<file path="config.mk">
export PLATFORM = sky130hd
export DESIGN_NAME = node_input_arbiter_flat
export DESIGN_NICKNAME = d
export VERILOG_FILES = /design/src/rtl/node_input_arbiter_if.sv /design/src/rtl/node_input_arbiter.sv /design/src/flat_wrapper.sv
export SDC_FILE = /design/constraint.sdc
export NUM_CORES = 1
export LEC_CHECK = 0
export CORE_MARGIN = 2
export CORE_UTILIZATION = 40
export DETAILED_ROUTE_END_ITERATION = 6
export HOLD_SLACK_MARGIN = 0.02
export PLACE_DENSITY = 0.7
export SLEW_MARGIN = 25
export SYNTH_ARGS = -nofsm -noshare
export SYNTH_HDL_FRONTEND = slang
export SYNTH_SLANG_ARGS = --single-unit
</file>
<file path="constraint.sdc">
create_clock -name clk -period 3.1 [get_ports clk]
set_input_delay 0.62 -clock clk [delete_from_list [all_inputs] [get_ports clk]]
set_output_delay 0.62 -clock clk [all_outputs]
set_load 0.01 [all_outputs]
</file>
<file path="src/rtl/node_input_arbiter_if.sv">
// ============================================================================
// node_input_arbiter_if
// Port-side and controller-side signal bundle of the node input arbiter.
// Revision: 1.0
// ============================================================================
`default_nettype none

interface node_input_arbiter_if #(
    parameter int DATA_W = 32
);
    logic [2:0]          in_valid;
    logic [3*DATA_W-1:0] in_data;
    logic [2:0]          in_ready;
    logic                downstream_ready;
    logic [DATA_W-1:0]   instruction_out;
    logic [1:0]          source_port;
    logic                controller_enable;

    modport master (
        output in_valid,
        output in_data,
        output downstream_ready,
        input  in_ready,
        input  instruction_out,
        input  source_port,
        input  controller_enable
    );

    modport slave (
        input  in_valid,
        input  in_data,
        input  downstream_ready,
        output in_ready,
        output instruction_out,
        output source_port,
        output controller_enable
    );
endinterface

`default_nettype wire

</file>
<file path="src/rtl/node_input_arbiter.sv">
// ============================================================================
// node_input_arbiter
// Three per-port instruction FIFOs feeding a one-per-cycle arbiter in front of
// the node controller. Define RING_PRIO_EN to give ring ports 1/2 priority.
// Revision: 1.0
// ============================================================================
`default_nettype none

module node_input_arbiter #(
    parameter int FIFO_DEPTH = 4,
    parameter int FIFO_AW    = 2,
    parameter int DATA_W     = 32
) (
    input  wire logic         clk,
    input  wire logic         rst,
    node_input_arbiter_if.slave bus
);

    localparam logic [FIFO_AW:0] c_full = (FIFO_AW+1)'(FIFO_DEPTH);

    logic [2:0]        w_ready;
    logic [2:0]        w_nonempty;
    logic [DATA_W-1:0] w_head [3];
    logic              w_grant_valid;
    logic [1:0]        w_grant;
    logic [1:0]        w_rr_next;
    logic [DATA_W-1:0] w_head_sel;

    logic [1:0]        r_rr_ptr;
    logic [DATA_W-1:0] r_instruction;
    logic [1:0]        r_source_port;
    logic              r_enable;

    function automatic logic [1:0] f_mod3_add(input logic [1:0] a, input logic [1:0] b);
        logic [2:0] s;
        s = {1'b0, a} + {1'b0, b};
        if (s >= 3'd3) s = s - 3'd3;
        return s[1:0];
    endfunction

    for (genvar i = 0; i < 3; i++) begin : g_port
        logic [DATA_W-1:0]  r_mem [FIFO_DEPTH];
        logic [FIFO_AW-1:0] r_wr_ptr;
        logic [FIFO_AW-1:0] r_rd_ptr;
        logic [FIFO_AW:0]   r_count;
        logic               w_push;
        logic               w_pop;

        // A full FIFO refuses input even when it is popped this cycle.
        assign w_ready[i]    = !rst && (r_count != c_full);
        assign w_push        = bus.in_valid[i] && w_ready[i];
        assign w_pop         = w_grant_valid && (w_grant == 2'(i));
        assign w_nonempty[i] = (r_count != '0);
        assign w_head[i]     = r_mem[r_rd_ptr];

        always_ff @(posedge clk or posedge rst) begin
            if (rst) begin
                r_wr_ptr <= '0;
                r_rd_ptr <= '0;
                r_count  <= '0;
            end else begin
                if (w_push) r_wr_ptr <= r_wr_ptr + 1'b1;
                if (w_pop)  r_rd_ptr <= r_rd_ptr + 1'b1;
                case ({w_push, w_pop})
                    2'b10:   r_count <= r_count + 1'b1;
                    2'b01:   r_count <= r_count - 1'b1;
                    default: r_count <= r_count;
                endcase
            end
        end

        always_ff @(posedge clk) begin
            if (w_push) r_mem[r_wr_ptr] <= bus.in_data[i*DATA_W +: DATA_W];
        end
    end

    assign bus.in_ready = w_ready;

`ifdef RING_PRIO_EN
    logic [1:0] w_ring_first;
    logic [1:0] w_ring_second;

    // rr_ptr only ever names a ring port here; its reset value 0 acts as 1.
    always_comb begin
        w_ring_first  = (r_rr_ptr == 2'd2) ? 2'd2 : 2'd1;
        w_ring_second = (r_rr_ptr == 2'd2) ? 2'd1 : 2'd2;
        w_grant_valid = 1'b0;
        w_grant       = 2'd0;
        w_rr_next     = r_rr_ptr;
        if (w_nonempty[w_ring_first]) begin
            w_grant_valid = bus.downstream_ready;
            w_grant       = w_ring_first;
            w_rr_next     = w_ring_second;
        end else if (w_nonempty[w_ring_second]) begin
            w_grant_valid = bus.downstream_ready;
            w_grant       = w_ring_second;
            w_rr_next     = w_ring_first;
        end else if (w_nonempty[0]) begin
            w_grant_valid = bus.downstream_ready;
            w_grant       = 2'd0;
        end
    end
`else
    always_comb begin
        w_grant_valid = 1'b0;
        w_grant       = 2'd0;
        // Scan from the far end so the port closest to rr_ptr wins last.
        for (int k = 2; k >= 0; k--) begin
            if (w_nonempty[f_mod3_add(r_rr_ptr, 2'(k))]) begin
                w_grant_valid = bus.downstream_ready;
                w_grant       = f_mod3_add(r_rr_ptr, 2'(k));
            end
        end
        w_rr_next = f_mod3_add(w_grant, 2'd1);
    end
`endif

    always_comb begin
        w_head_sel = w_head[0];
        case (w_grant)
            2'd1:    w_head_sel = w_head[1];
            2'd2:    w_head_sel = w_head[2];
            default: w_head_sel = w_head[0];
        endcase
    end

    always_ff @(posedge clk or posedge rst) begin
        if (rst) begin
            r_rr_ptr      <= 2'd0;
            r_instruction <= '0;
            r_source_port <= 2'd0;
            r_enable      <= 1'b0;
        end else begin
            r_enable <= w_grant_valid;
            if (w_grant_valid) begin
                r_instruction <= w_head_sel;
                r_source_port <= w_grant;
                r_rr_ptr      <= w_rr_next;
            end
        end
    end

    assign bus.instruction_out   = r_instruction;
    assign bus.source_port       = r_source_port;
    assign bus.controller_enable = r_enable;

endmodule

`default_nettype wire

</file>
<file path="src/flat_wrapper.sv">
// flat-port wrapper written by rule: the top's interface ports become plain ports
module node_input_arbiter_flat 
#(
    parameter int FIFO_DEPTH = 4,
    parameter int FIFO_AW    = 2,
    parameter int DATA_W     = 32
)
  (clk, rst, bus_in_valid, bus_in_data, bus_downstream_ready, bus_in_ready, bus_instruction_out, bus_source_port, bus_controller_enable);
  node_input_arbiter_if #(.DATA_W(DATA_W)) bus_i ();
  input  wire logic clk;
  input  wire logic rst;
  input wire logic [$bits(bus_i.in_valid)-1:0] bus_in_valid;
  input wire logic [$bits(bus_i.in_data)-1:0] bus_in_data;
  input wire logic [$bits(bus_i.downstream_ready)-1:0] bus_downstream_ready;
  output wire logic [$bits(bus_i.in_ready)-1:0] bus_in_ready;
  output wire logic [$bits(bus_i.instruction_out)-1:0] bus_instruction_out;
  output wire logic [$bits(bus_i.source_port)-1:0] bus_source_port;
  output wire logic [$bits(bus_i.controller_enable)-1:0] bus_controller_enable;
  assign bus_i.in_valid = bus_in_valid;
  assign bus_i.in_data = bus_in_data;
  assign bus_i.downstream_ready = bus_downstream_ready;
  assign bus_in_ready = bus_i.in_ready;
  assign bus_instruction_out = bus_i.instruction_out;
  assign bus_source_port = bus_i.source_port;
  assign bus_controller_enable = bus_i.controller_enable;
  node_input_arbiter #(.FIFO_DEPTH(FIFO_DEPTH), .FIFO_AW(FIFO_AW), .DATA_W(DATA_W)) u_core (.clk(clk), .rst(rst), .bus(bus_i));
endmodule
</file>
==> Implementation_results.wiki, run 1 <==
{| class="wikitable"
! Metric !! Value
|-
| Outcome || completed
|-
| Total Routed Length || 37.7 mm
|-
| Number of clock buffers inserted by TritonCTS || 46
|-
| Vias in the first global route || between 9k and 10k
|-
| Main area contributors after synthesis || sky130_fd_sc_hd__edfxtp_1, sky130_fd_sc_hd__mux4_2, sky130_fd_sc_hd__dfrtp_1
|-
| Crit path kind || reg -> reg
|-
| Wire length of the first global-routing pass || roughly 56 mm
|-
| Number of routed nets with antenna violations || 0
|-
| Maximum fanout along the worst path || 5
|-
| Post-synthesis share of cell area spent on and, or, nand and nor gates || approximately 1.7%
|-
| CTS tree || yes
|-
| Kind of end point of the critical path || flop
|-
| Area share of the largest cell type after synthesis || about two thirds
|-
| Post-synthesis sequential element count || 442
|-
| Mean cell area of the mapped netlist || 20.4 um^2
|-
| Post-placement worst setup slack || around 0.0048 ns
|-
| Bufs on Longest Clock Path || 3
|-
| Global-route congestion overflow total || 0
|-
| Number of iterations in the first detailed-routing pass || 5
|-
| Cell area after synthesis || ~17000 um^2
|-
| Multiplexer area fraction after synthesis || between 10% and 20%
|-
| Number of distinct library cells after synthesis || 37
|-
| Portion of the clock cycle consumed by the worst path in the final layout || between 90% and 100%
|-
| Synthesized Nets || just under 1k
|-
| Area added between synthesis and finish || 24.1%
|-
| Share of cells above drive strength 1 || a little under a quarter
|-
| Adder and majority cell fraction of the synthesized area || under 10%
|-
| Placed Area || about 20000 um^2
|-
| Diode insertion count for antenna repair || 0
|-
| # nets final || about 1.2k
|-
| Vias after detailed routing || approximately 8.6k
|-
| VDD IR-drop max || 0.000919 V
|-
| Initial antenna violation count || 4
|-
| Final setup vio count || 0
|-
| Clock Sinks || around 440
|-
| Clk slew on worst S/H paths || around 0.060 ns
|-
| Worst slew slack as a fraction of its limit || between 40 and 50%
|-
| Vert. Die Dim || ~210 um
|-
| Maxcap violations || 0
|-
| Hold Crit Class || reg -> reg
|-
| Width of the die || 212 um
|-
| Half-perimeter wire length after placement || ~23 mm
|-
| Type of element launching the critical path || flop
|-
| Finished layout cell area || 21400 um^2
|-
| Worst Max-Slew Pin Slew || 0.788 ns
|-
| Leak pwr || slightly above 7 nW
|-
| Maximum number of pins on one net before global-route repair || 47
|-
| Total routing usage reported by global routing || between 10% and 20%
|-
| Data arrival time of the critical path || between 3 and 4 ns
|-
| Htree depth || 2
|-
| Library cell used as clock root buffer || sky130_fd_sc_hd__clkbuf_16
|-
| Drt first-iter violations || about 530
|-
| Worst-Skew Late Latency || approximately 0.56 ns
|-
| Hold violation count in the final report || 0
|-
| Dominant cell type by area after synthesis || sky130_fd_sc_hd__edfxtp_1
|-
| Standard-cell rows || 76
|-
| Floorplan die area || 44900 um^2
|-
| Highest Clock Rate || roughly 0.33 GHz
|-
| Synth Area in Compound Gates || approximately 3.5%
|-
| GPL Wtd Cong || a little under 0.8
|-
| Area of the core || 42900 um^2
|-
| Worst hold-check slack || just under 0.5 ns
|-
| Clk_skew || between 0.02 and 0.025 ns
|-
| Required time of the worst setup path || 3.56 ns
|-
| Main combinational cell family by area after synthesis || multiplexers
|-
| Layout Utilization || 50.0%
|-
| Power density of the placed cells || about 990 nW/um^2
|-
| Post-CTS Hold Fix Bufs || 0
|-
| Slew Viols, Final || 0
|-
| I/O Buffers || 139
|-
| Period minus WS final || a little over 3 ns
|-
| Sequential share of the synthesized area || between 70% and 80%
|-
| Number of warning messages in the yosys log || 0
|-
| Number of vias per cell after detailed routing || 5.20
|-
| Gate count of the mapped netlist || 847
|-
| IO Pins || 140
|-
| DRC Markers || 0
|-
| Initial Utilization || about 40%
|-
| Smallest setup slack after layout || around 0.077 ns
|-
| Fraction of synthesized cell area in xor and xnor cells || less than 1%
|-
| Per-cell routed wire length || 22.7 um
|}
path summary, 6_finish.rpt:
path	startpoint	to	slack [ns]	depth (start not counted)
setup reg to reg	u_core.r_rr_ptr[0]$_DFFE_PP0N_	u_core.g_port[2].r_count[2]$_DFFE_PP0P_	0.08	14
setup / recovery	u_core.r_rr_ptr[0]$_DFFE_PP0N_	u_core.g_port[2].r_count[2]$_DFFE_PP0P_	0.08	14
min in group asynchronous	rst	u_core.bus.instruction_out[28]$_DFFE_PP0N_	0.74	2
hold / removal	u_core.g_port[0].r_rd_ptr[1]$_DFFE_PP0P_	u_core.g_port[0].r_rd_ptr[1]$_DFFE_PP0P_	0.50	1
hold reg to reg	u_core.g_port[0].r_rd_ptr[1]$_DFFE_PP0P_	u_core.g_port[0].r_rd_ptr[1]$_DFFE_PP0P_	0.50	1
max in group asynchronous	rst	u_core.bus.instruction_out[8]$_DFFE_PP0N_	1.74	3
state kept, by name, summed over array words and instances, names as in the netlist:
name	flops
u_core.g_port.r_rd_ptr	6
u_core.g_port.r_mem	384
u_core.bus.instruction_out	32
u_core.bus.source_port	2
u_core.bus.controller_enable	1
u_core.g_port.r_count	9
u_core.r_rr_ptr	2
u_core.g_port.r_wr_ptr	6
stage by stage:
stage | cells | total power [mW] | TNS (ns)
global placement | 1563 | 15.4 | 0
floorplan | 847 | 12.6 | -0.00153
finish | 1657 | 21.3 | 0
global route | 1657 | 22.4 | -0.0557
CTS | 1649 | 21.4 | -0.0148
detailed placement | 1563 | 15.5 | 0
logic make-up (layout without fill, tap and decap cells):
logic type,after synthesis,in the layout
multiplexers,136,136
adder cells (fa/ha/maj),24,24
AO/OA/AOI/OAI,91,91
AND/OR/NAND/NOR,62,62
flip-flops,442,442
buffers and inverters,74,299
XOR/XNOR,18,18
synth_stat cells (all sizes together):
| library cell | number |
|---|---|
| nor3 | 3 |
| a22oi | 32 |
| o2111ai | 3 |
| and2 | 3 |
| nand2b | 1 |
| o31ai | 1 |
| mux2 | 35 |
| o221ai | 1 |
| o211ai | 3 |
| nor2 | 6 |
| o31a | 2 |
| edfxtp | 384 |
| mux4 | 96 |
| xnor2 | 12 |
| xor2 | 6 |
| nand2 | 36 |
| and3 | 12 |
| o21a | 1 |
| o22ai | 1 |
| clkbuf | 30 |
| inv | 30 |
| buf | 14 |
| a32oi | 1 |
| a31oi | 4 |
| o21ai | 38 |
| ha | 21 |
| fa | 3 |
| mux2i | 5 |
| dfrtp | 58 |
| o22a | 1 |
| a21oi | 3 |
| or3 | 1 |
routing by layer:
metal / GRT usage [%] / part of all wire [%] / routed length, um / vias up
met5: 0 / 0.13 / 50 / -
met4: 4.57 / 2.3 / 848 / 8
met3: 3.23 / 5.7 / 2150 / 64
met2: 29.6 / 51 / 19400 / 265
met1: 21.8 / 40 / 15200 / 4492
li1: - / - / - / 3795
placed cells by master (no fill, tap or decap), types with 5 or more instances in the layout:
cell type	count
sky130_fd_sc_hd__mux2_1	27
sky130_fd_sc_hd__inv_1	28
sky130_fd_sc_hd__clkinv_2	5
sky130_fd_sc_hd__mux2_2	7
sky130_fd_sc_hd__ha_2	6
sky130_fd_sc_hd__nand2_1	36
sky130_fd_sc_hd__edfxtp_1	384
sky130_fd_sc_hd__clkdlybuf4s50_1	139
sky130_fd_sc_hd__dfrtp_1	54
sky130_fd_sc_hd__clkbuf_1	10
sky130_fd_sc_hd__nor2_1	6
sky130_fd_sc_hd__and3_1	12
sky130_fd_sc_hd__buf_4	28
sky130_fd_sc_hd__bufinv_16	6
sky130_fd_sc_hd__mux2i_1	5
sky130_fd_sc_hd__clkbuf_16	48
sky130_fd_sc_hd__o21ai_0	36
sky130_fd_sc_hd__xnor2_1	12
sky130_fd_sc_hd__ha_1	12
sky130_fd_sc_hd__buf_12	16
sky130_fd_sc_hd__a22oi_1	32
sky130_fd_sc_hd__mux4_2	96
sky130_fd_sc_hd__xor2_1	6
sky130_fd_sc_hd__clkbuf_8	8
what timing repair did:
action	CTS	global route
setup endpoints to repair	2	4
resized for setup	0	18
setup buffers	0	8
pin swaps	0	10
final cells by class:
type,count,area [um^2]
sequential,442,13000
inverter,30,113
tap,585,732
multi-input combinational,331,4060
clock inverter,20,275
clock buffer,66,1350
timing repair buffer,183,1920
fill,3453,21500
where the power goes:
part           internal [mW]  switching (mW)  leakage, nW
logic                   3.55            4.02         2.30
registers               7.45           0.481         4.19
clock network           3.54            2.25        0.785
critical path, cell delays in order (launching register included):
cell	delay [ns]
sky130_fd_sc_hd__dfrtp_2	0.43
sky130_fd_sc_hd__buf_12	0.13
sky130_fd_sc_hd__ha_4	0.17
sky130_fd_sc_hd__mux2_4	0.31
sky130_fd_sc_hd__a32oi_1	0.17
sky130_fd_sc_hd__o22a_1	0.25
sky130_fd_sc_hd__ha_2	0.23
sky130_fd_sc_hd__o211ai_1	0.13
sky130_fd_sc_hd__inv_1	0.11
sky130_fd_sc_hd__ha_2	0.19
sky130_fd_sc_hd__inv_1	0.05
sky130_fd_sc_hd__fa_2	0.33
sky130_fd_sc_hd__xor2_1	0.14
sky130_fd_sc_hd__nor2_1	0.13
sky130_fd_sc_hd__xor2_1	0.17
Note: power is estimated with default switching activity, not from simulation.
==> run 2: changes to the inputs <==
- CORE_UTILIZATION: 40 -> 52
- PLACE_DENSITY: 0.7 -> 0.84
- REMOVE_ABC_BUFFERS: default -> 1
==> Implementation_results.wiki, run 2 (synthesis results as in run 1) <==
{| class="wikitable"
! Metric !! Value
|-
| IO Pins || 140 (unchanged)
|-
| CTS tree || yes (unchanged)
|-
| Crit path kind || reg -> reg (unchanged)
|-
| Power density of the placed cells || 991 nW/um^2 (was 993 nW/um^2)
|-
| Worst slew slack as a fraction of its limit || 56.6% (was 47.4%)
|-
| GPL Wtd Cong || 0.780 (was 0.771)
|-
| DRC Markers || 0 (unchanged)
|-
| Worst hold path endpoint || u_core.bus.instruction_out[4]$_DFFE_PP0N_ (was u_core.g_port[0].r_rd_ptr[1]$_DFFE_PP0P_)
|-
| Number of clock buffers inserted by TritonCTS || 43 (was 46)
|-
| Net Switching || 6.79 mW (was 6.75 mW)
|-
| Area of the core || 32600 um^2 (was 42900 um^2)
|-
| Clock Sinks || 442 (unchanged)
|-
| Reg-to-reg endpoint || u_core.g_port[1].r_count[2]$_DFFE_PP0P_ (was u_core.g_port[2].r_count[2]$_DFFE_PP0P_)
|-
| Min-delay src || u_core.bus.instruction_out[4]$_DFFE_PP0N_ (was u_core.g_port[0].r_rd_ptr[1]$_DFFE_PP0P_)
|-
| Library cell used as clock root buffer || sky130_fd_sc_hd__clkbuf_16 (unchanged)
|-
| Number of flip-flops in the largest register || 384 (unchanged)
|-
| Maximum number of pins on one net before global-route repair || 34 (was 47)
|-
| Switching Fraction || 32.5% (was 31.7%)
|-
| Htree depth || 2 (unchanged)
|-
| Vert. Die Dim || 186 um (was 212 um)
|-
| Drt first-iter violations || 829 (was 532)
|-
| Width of the die || 186 um (was 212 um)
|-
| Share of cells above drive strength 1 || 21.6% (was 22.9%)
|-
| Number of cells on the worst reg-to-reg path || 15 (was 14)
|-
| Number of iterations in the first detailed-routing pass || 5 (unchanged)
|-
| Type of element launching the critical path || flop (unchanged)
|-
| Portion of total power attributed to sequential cells || 38.4% (was 37.3%)
|-
| Initial Utilization || 53.0% (was 40.3%)
|-
| Post-placement worst setup slack || -0.00155 ns (was 0.00478 ns)
|-
| Leading cell types in the layout, fill and taps excluded || sky130_fd_sc_hd__edfxtp_1, sky130_fd_sc_hd__clkdlybuf4s50_1, sky130_fd_sc_hd__mux4_2, sky130_fd_sc_hd__dfrtp_1, sky130_fd_sc_hd__clkbuf_16 (unchanged)
|-
| Standard-cell rows || 66 (was 76)
|-
| Number of vias per cell after detailed routing || 5.95 (was 5.20)
|-
| Final setup vio count || 0 (unchanged)
|-
| Smallest setup slack after layout || 0.0973 ns (was 0.0766 ns)
|-
| Portion of the clock cycle consumed by the worst path in the final layout || 96.9% (was 97.5%)
|-
| Clk slew on worst S/H paths || 0.06 ns (about the same)
|-
| Comb power frac || 36.3% (was 35.5%)
|-
| Total Routed Length || 38.4 mm (was 37.7 mm)
|-
| Highest Clock Rate || 0.333 GHz (was 0.331 GHz)
|-
| Start of the worst register-to-register path || u_core.r_rr_ptr[1]$_DFFE_PP0N_ (was u_core.r_rr_ptr[0]$_DFFE_PP0N_)
|-
| Vias in the first global route || 9492 (was 9128)
|-
| Slew Viols, Final || 0 (unchanged)
|-
| Global-route congestion overflow total || 0 (unchanged)
|-
| Total routing usage reported by global routing || 22.7% (was 17.0%)
|-
| Half-perimeter wire length after placement || 23.0 mm (was 23.4 mm)
|-
| Clk_skew || 0.0292 ns (was 0.0223 ns)
|-
| Commonest non-fill, non-tap cell in the layout || sky130_fd_sc_hd__edfxtp_1 (unchanged)
|-
| Register bank with the most flops || u_core.g_port.r_mem (unchanged)
|-
| Leak pwr || 7.18 nW (was 7.27 nW)
|-
| Worst Max-Slew Pin Slew || 0.649 ns (was 0.788 ns)
|-
| Hold Crit Class || reg -> reg (unchanged)
|-
| Int Power || 14.1 mW (was 14.5 mW)
|-
| Bufs on Longest Clock Path || 3 (unchanged)
|-
| Data arrival time of the critical path || 3.47 ns (was 3.48 ns)
|-
| Area added between synthesis and finish || 21.9% (was 24.1%)
|-
| Maxcap violations || 0 (unchanged)
|-
| # nets final || 1149 (was 1160)
|-
| PnR Total Power || 20.9 mW (was 21.3 mW)
|-
| Period minus WS final || 3.00 ns (was 3.02 ns)
|-
| Register-to-Register Setup Slack || 0.1 ns (was 0.08 ns)
|-
| VDD IR-drop max || 0.000705 V (was 0.000919 V)
|-
| Unrepaired setup endpoints after global routing || true
|-
| Vias after detailed routing || 8945 (was 8624)
|-
| Depth of the worst hold-timing path || 1 (unchanged)
|-
| Number of routed nets with antenna violations || 0 (unchanged)
|-
| Required time of the worst setup path || 3.56 ns (about the same)
|-
| Post-route non-filler standard cell count || 1503 (was 1657)
|-
| Wire length of the first global-routing pass || 56.8 mm (was 55.9 mm)
|-
| Peak per-stage delay on the critical path || 0.39 ns (was 0.43 ns)
|-
| Worst-path cell with the longest stage delay || sky130_fd_sc_hd__dfrtp_1 (was sky130_fd_sc_hd__dfrtp_2)
|-
| CP Cell Sequence || buf_4 -> ha_4 -> nand2b_4 -> o31a_1 -> o22a_1 -> inv_1 -> ha_2 -> o211ai_1 -> inv_1 -> ha_2 -> inv_1 -> fa_2 -> xor2_1 -> nor2_1 -> xor2_1 (was buf_12 -> ha_4 -> mux2_4 -> a32oi_1 -> o22a_1 -> ha_2 -> o211ai_1 -> inv_1 -> ha_2 -> inv_1 -> fa_2 -> xor2_1 -> nor2_1 -> xor2_1)
|-
| Initial antenna violation count || 6 (was 4)
|-
| Total negative slack || 0 ns (unchanged)
|-
| Kind of end point of the critical path || flop (unchanged)
|-
| # placed instances || 1415 (was 1563)
|-
| I/O Buffers || 139 (unchanged)
|-
| Worst-Skew Late Latency || 0.55 ns (was 0.56 ns)
|-
| Most used cell, CP || sky130_fd_sc_hd__inv_1
|-
| Maximum fanout along the worst path || 8 (was 5)
|-
| Per-cell routed wire length || 25.5 um (was 22.7 um)
|-
| Floorplan die area || 34700 um^2 (was 44900 um^2)
|-
| Outcome || completed (unchanged)
|-
| Hold violation count in the final report || 0 (unchanged)
|-
| Fraction of power consumed by the clock network || 25.3% (was 27.2%)
|}
## run 2: cell count changes in the layout (fill, tap and decap cells not counted), sizes merged
cell	change
buf	-8
clkbuf	-15
diode	+3
clkinvlp	-2
bufinv	-1
clkinv	+12
## run 2: layout make-up
type / instances / area, um^2
timing repair buffer: 175 / 1910
clock inverter: 29 / 289
tap: 442 / 553
clock buffer: 51 / 1160
sequential: 442 / 13000
antenna: 3 / 7.51
multi-input combinational: 331 / 4050
inverter: 30 / 113
fill: 2056 / 11500
## run 2: worst max-delay path by stage
stage                                            start                                         to
2_1_floorplan           u_core.r_rr_ptr[0]$_DFFE_PP0N_    u_core.g_port[1].r_count[2]$_DFFE_PP0P_
3_5_place_dp            u_core.r_rr_ptr[1]$_DFFE_PP0N_    u_core.g_port[2].r_count[2]$_DFFE_PP0P_
6_report                u_core.r_rr_ptr[1]$_DFFE_PP0N_    u_core.g_port[1].r_count[2]$_DFFE_PP0P_
5_1_grt        u_core.g_port[1].r_count[0]$_DFFE_PP0P_  u_core.bus.instruction_out[8]$_DFFE_PP0N_
4_1_cts                 u_core.r_rr_ptr[1]$_DFFE_PP0N_    u_core.g_port[2].r_count[2]$_DFFE_PP0P_
3_3_place_gp            u_core.r_rr_ptr[1]$_DFFE_PP0N_    u_core.g_port[2].r_count[2]$_DFFE_PP0P_
## run 2: worst max-delay path, delay by kind of cell, from the launching register on
kind            cells  cell delay, ns
compound gates      3            0.61
buf+inv             4            0.37
fa+ha+maj           4            1.02
simple gates        2            0.23
xor+xnor            2            0.31
flops               1            0.39
## run 2: metal layers
metal  global-route usage [%]  vias to the layer above  part of all wire, %  routed length, um
li1                         -                     3778                    -                  -
met1                     30.2                     4688                   39              15000
met2                     37.6                      393                   50              19200
met3                     4.98                       80                  8.0               3080
met4                     8.00                        6                  3.0               1170
met5                        0                        -                0.089                 34
## run 2: power by group through the flow
stage / combinational (mW) / sequential (mW) / clock, mW
finish: 7.59 / 8.02 / 5.28
global route: 8.18 / 8.10 / 5.59
CTS: 7.50 / 8.01 / 5.35
detailed placement: 7.43 / 8.11 / 0
global placement: 7.22 / 8.05 / 0
floorplan: 4.01 / 8.38 / 0
## run 2: through the flow
stage / utilization, % / hold WS (ns) / instance area [um^2]
after CTS: 64.3 / 0.499 / 21000
after global placement: 59.8 / 0.475 / 19500
after detailed placement: 59.8 / 0.485 / 19500
after floorplan: - / 0.476 / 17100
final: 64.6 / 0.496 / 21100
after global routing: 64.6 / 0.518 / 21100
## run 2: repair_timing
action | 4_1_cts | 5_1_grt
gates resized for setup | 3 | 13
setup buffers | 0 | 5
hold buffers | 0 | 0
pin swaps | 0 | 7
setup endpoints to repair | 2 | 19
==> run 3: changes to the inputs <==
- CORE_UTILIZATION: 52 -> 30
- PLACE_DENSITY: 0.84 -> default
- PLACE_DENSITY_LB_ADDON: default -> 0.08
==> Implementation_results.wiki, run 3 (synthesis results as in run 1) <==
{| class="wikitable"
! Metric !! Value
|-
| Outcome || completed (unchanged)
|-
| Worst slew slack as a fraction of its limit || 60.7% (was 56.6%)
|-
| Maxcap violations || 0 (unchanged)
|-
| Number of clock buffers inserted by TritonCTS || 50 (was 43)
|-
| Area added between synthesis and finish || 26.7% (was 21.9%)
|-
| Vias in the first global route || 9346 (was 9492)
|-
| Worst hold-check slack || 0.489 ns (was 0.496 ns)
|-
| Total Routed Length || 42.6 mm (was 38.4 mm)
|-
| Multi-input gate area in the final layout || 4090 um^2 (was 4050 um^2)
|-
| Portion of the clock cycle consumed by the worst path in the final layout || 96.6% (was 96.9%)
|-
| Power density of the placed cells || 1000 nW/um^2 (was 991 nW/um^2)
|-
| Fillcell total || 5171 (was 2056)
|-
| Worst Max-Slew Pin Slew || 0.587 ns (was 0.649 ns)
|-
| Period minus WS final || 2.99 ns (was 3.00 ns)
|-
| Initial Utilization || 30.5% (was 53.0%)
|-
| I/O Buffers || 139 (unchanged)
|-
| Commonest non-fill, non-tap cell in the layout || sky130_fd_sc_hd__edfxtp_1 (unchanged)
|-
| Drt first-iter violations || 371 (was 829)
|-
| Library cell used as clock root buffer || sky130_fd_sc_hd__clkbuf_16 (unchanged)
|-
| Global-route congestion overflow total || 0 (unchanged)
|-
| Unrepaired setup endpoints after global routing || true (unchanged)
|-
| Clock Sinks || 442 (unchanged)
|-
| Footprint of the flip-flops and latches || 13000 um^2 (unchanged)
|-
| Worst-Skew Late Latency || 0.59 ns (was 0.55 ns)
|-
| Total negative slack || 0 ns (unchanged)
|-
| Clk_skew || 0.0204 ns (was 0.0292 ns)
|-
| Leading cell types in the layout, fill and taps excluded || sky130_fd_sc_hd__edfxtp_1, sky130_fd_sc_hd__clkdlybuf4s50_1, sky130_fd_sc_hd__mux4_2, sky130_fd_sc_hd__dfrtp_1, sky130_fd_sc_hd__clkbuf_16 (unchanged)
|-
| Hold violation count in the final report || 0 (unchanged)
|-
| Slew Viols, Final || 0 (unchanged)
|-
| Post-CTS Hold Fix Bufs || 0 (unchanged)
|-
| # nets final || 1193 (was 1149)
|-
| Data arrival time of the critical path || 2.37 ns (was 3.47 ns)
|-
| Number of vias per cell after detailed routing || 4.62 (was 5.95)
|-
| Bufs on Longest Clock Path || 3 (unchanged)
|-
| Initial antenna violation count || 4 (was 6)
|-
| Type of element launching the critical path || input port (was flop)
|-
| VDD IR-drop max || 0.000533 V (was 0.000705 V)
|-
| Finished layout cell area || 21900 um^2 (was 21100 um^2)
|-
| Per-cell routed wire length || 22.9 um (was 25.5 um)
|-
| Htree depth || 2 (unchanged)
|-
| IO Pins || 140 (unchanged)
|-
| Crit path kind || in -> out (was reg -> reg)
|-
| Number of routed nets with antenna violations || 0 (unchanged)
|-
| Register bank with the most flops || u_core.g_port.r_mem (unchanged)
|-
| Number of flip-flops in the largest register || 384 (unchanged)
|-
| Kind of end point of the critical path || primary output (was flop)
|-
| Half-perimeter wire length after placement || 26.7 mm (was 23.0 mm)
|-
| Leak pwr || 7.39 nW (was 7.18 nW)
|-
| Final setup vio count || 0 (unchanged)
|-
| DRC Markers || 0 (unchanged)
|-
| # placed instances || 1766 (was 1415)
|-
| Wire length of the first global-routing pass || 62.7 mm (was 56.8 mm)
|-
| GPL Wtd Cong || 0.687 (was 0.780)
|-
| Clk slew on worst S/H paths || 0.06 ns (about the same)
|-
| Maximum fanout along the worst path || 6 (was 8)
|-
| Layout Utilization || 38.6% (was 64.6%)
|-
| Highest Clock Rate || 0.334 GHz (was 0.333 GHz)
|-
| Post-route non-filler standard cell count || 1858 (was 1503)
|-
| Required time of the worst setup path || 2.48 ns (was 3.56 ns)
|-
| Total routing usage reported by global routing || 14.5% (was 22.7%)
|-
| Standard-cell rows || 87 (was 66)
|-
| Width of the die || 244 um (was 186 um)
|-
| Maximum number of pins on one net before global-route repair || 47 (was 34)
|-
| Floorplan die area || 59500 um^2 (was 34700 um^2)
|-
| Area of the core || 56700 um^2 (was 32600 um^2)
|-
| Number of iterations in the first detailed-routing pass || 4 (was 5)
|-
| Placed Area || 20200 um^2 (was 19500 um^2)
|-
| CTS tree || yes (unchanged)
|-
| Share of cells above drive strength 1 || 24.5% (was 21.6%)
|-
| Vert. Die Dim || 244 um (was 186 um)
|-
| Vias after detailed routing || 8576 (was 8945)
|-
| Hold Crit Class || reg -> reg (unchanged)
|}
-- run 3: cell count changes in the layout (fill, tap and decap cells not counted), moves of 3 or more --
cell                        change
sky130_fd_sc_hd__and3_2         +8
sky130_fd_sc_hd__clkbuf_1      +11
sky130_fd_sc_hd__buf_12         +3
sky130_fd_sc_hd__buf_4         +34
sky130_fd_sc_hd__ha_2           -3
sky130_fd_sc_hd__clkbuf_16      +6
sky130_fd_sc_hd__clkinv_2       -6
sky130_fd_sc_hd__and3_1         -8
sky130_fd_sc_hd__ha_4           +4
-- run 3: cell type report --
| cell class | instances | share of cell area [%] |
|---|---|---|
| flip-flops and latches | 442 | 59.3 |
| multi-input cells | 331 | 18.7 |
| repair buffers | 212 | 10.2 |
| clock buffers | 69 | 6.23 |
| well taps | 756 | 4.32 |
| clock inverters | 17 | 0.766 |
| inverters | 30 | 0.514 |
| diodes | 1 | 0.0114 |
-- run 3: routing by layer --
layer | up-vias | GRT usage [%] | part of all wire [%]
met5 | - | 0 | 0.13
met4 | 8 | 3.87 | 1.9
met3 | 73 | 3.03 | 4.4
met2 | 166 | 24.7 | 50
met1 | 4470 | 18.7 | 43
li1 | 3859 | - | -
-- run 3: power breakdown --
part	switching, mW	total [mW]	internal, mW
sequential	0.489	7.94	7.45
clock	2.30	5.60	3.30
combinational	4.30	8.38	4.08
-- run 3: worst paths after layout --
path                                                            from                                        end  slack (ns)  depth (start not counted)
min reg2reg                u_core.bus.instruction_out[2]$_DFFE_PP0N_  u_core.bus.instruction_out[2]$_DFFE_PP0N_        0.49                          1
max reg2reg                           u_core.r_rr_ptr[0]$_DFFE_PP0N_    u_core.g_port[2].r_count[2]$_DFFE_PP0P_        0.11                         14
max in group asynchronous                                        rst   u_core.g_port[2].r_rd_ptr[0]$_DFFE_PP0P_        1.95                          3
min in group asynchronous                                        rst  u_core.bus.instruction_out[7]$_DFFE_PP0N_        0.54                          2
max                                                              rst                            bus_in_ready[2]        0.11                          3
min                        u_core.bus.instruction_out[2]$_DFFE_PP0N_  u_core.bus.instruction_out[2]$_DFFE_PP0N_        0.49                          1
-- run 3: worst max-delay path, stage by stage --
cell and delay [ns]:
sky130_fd_sc_hd__clkdlybuf4s50_1 0.56, sky130_fd_sc_hd__a31oi_1 0.53, sky130_fd_sc_hd__clkdlybuf4s50_1 0.67
-- run 3: stage by stage --
stage          power (mW)  setup WS, ns
5_1_grt              23.4       -0.0345
3_5_place_dp         16.5       -0.0806
2_1_floorplan        12.4        -0.374
3_3_place_gp         16.5        0.0175
4_1_cts              22.3        0.0104
6_report             21.9         0.105
-- run 3: repair_timing --
action,4_1_cts,5_1_grt
gates resized for setup,4,17
buffers inserted,1,4
endpoints found under the setup margin,1,4
gates cloned,0,0
pin swaps,1,6
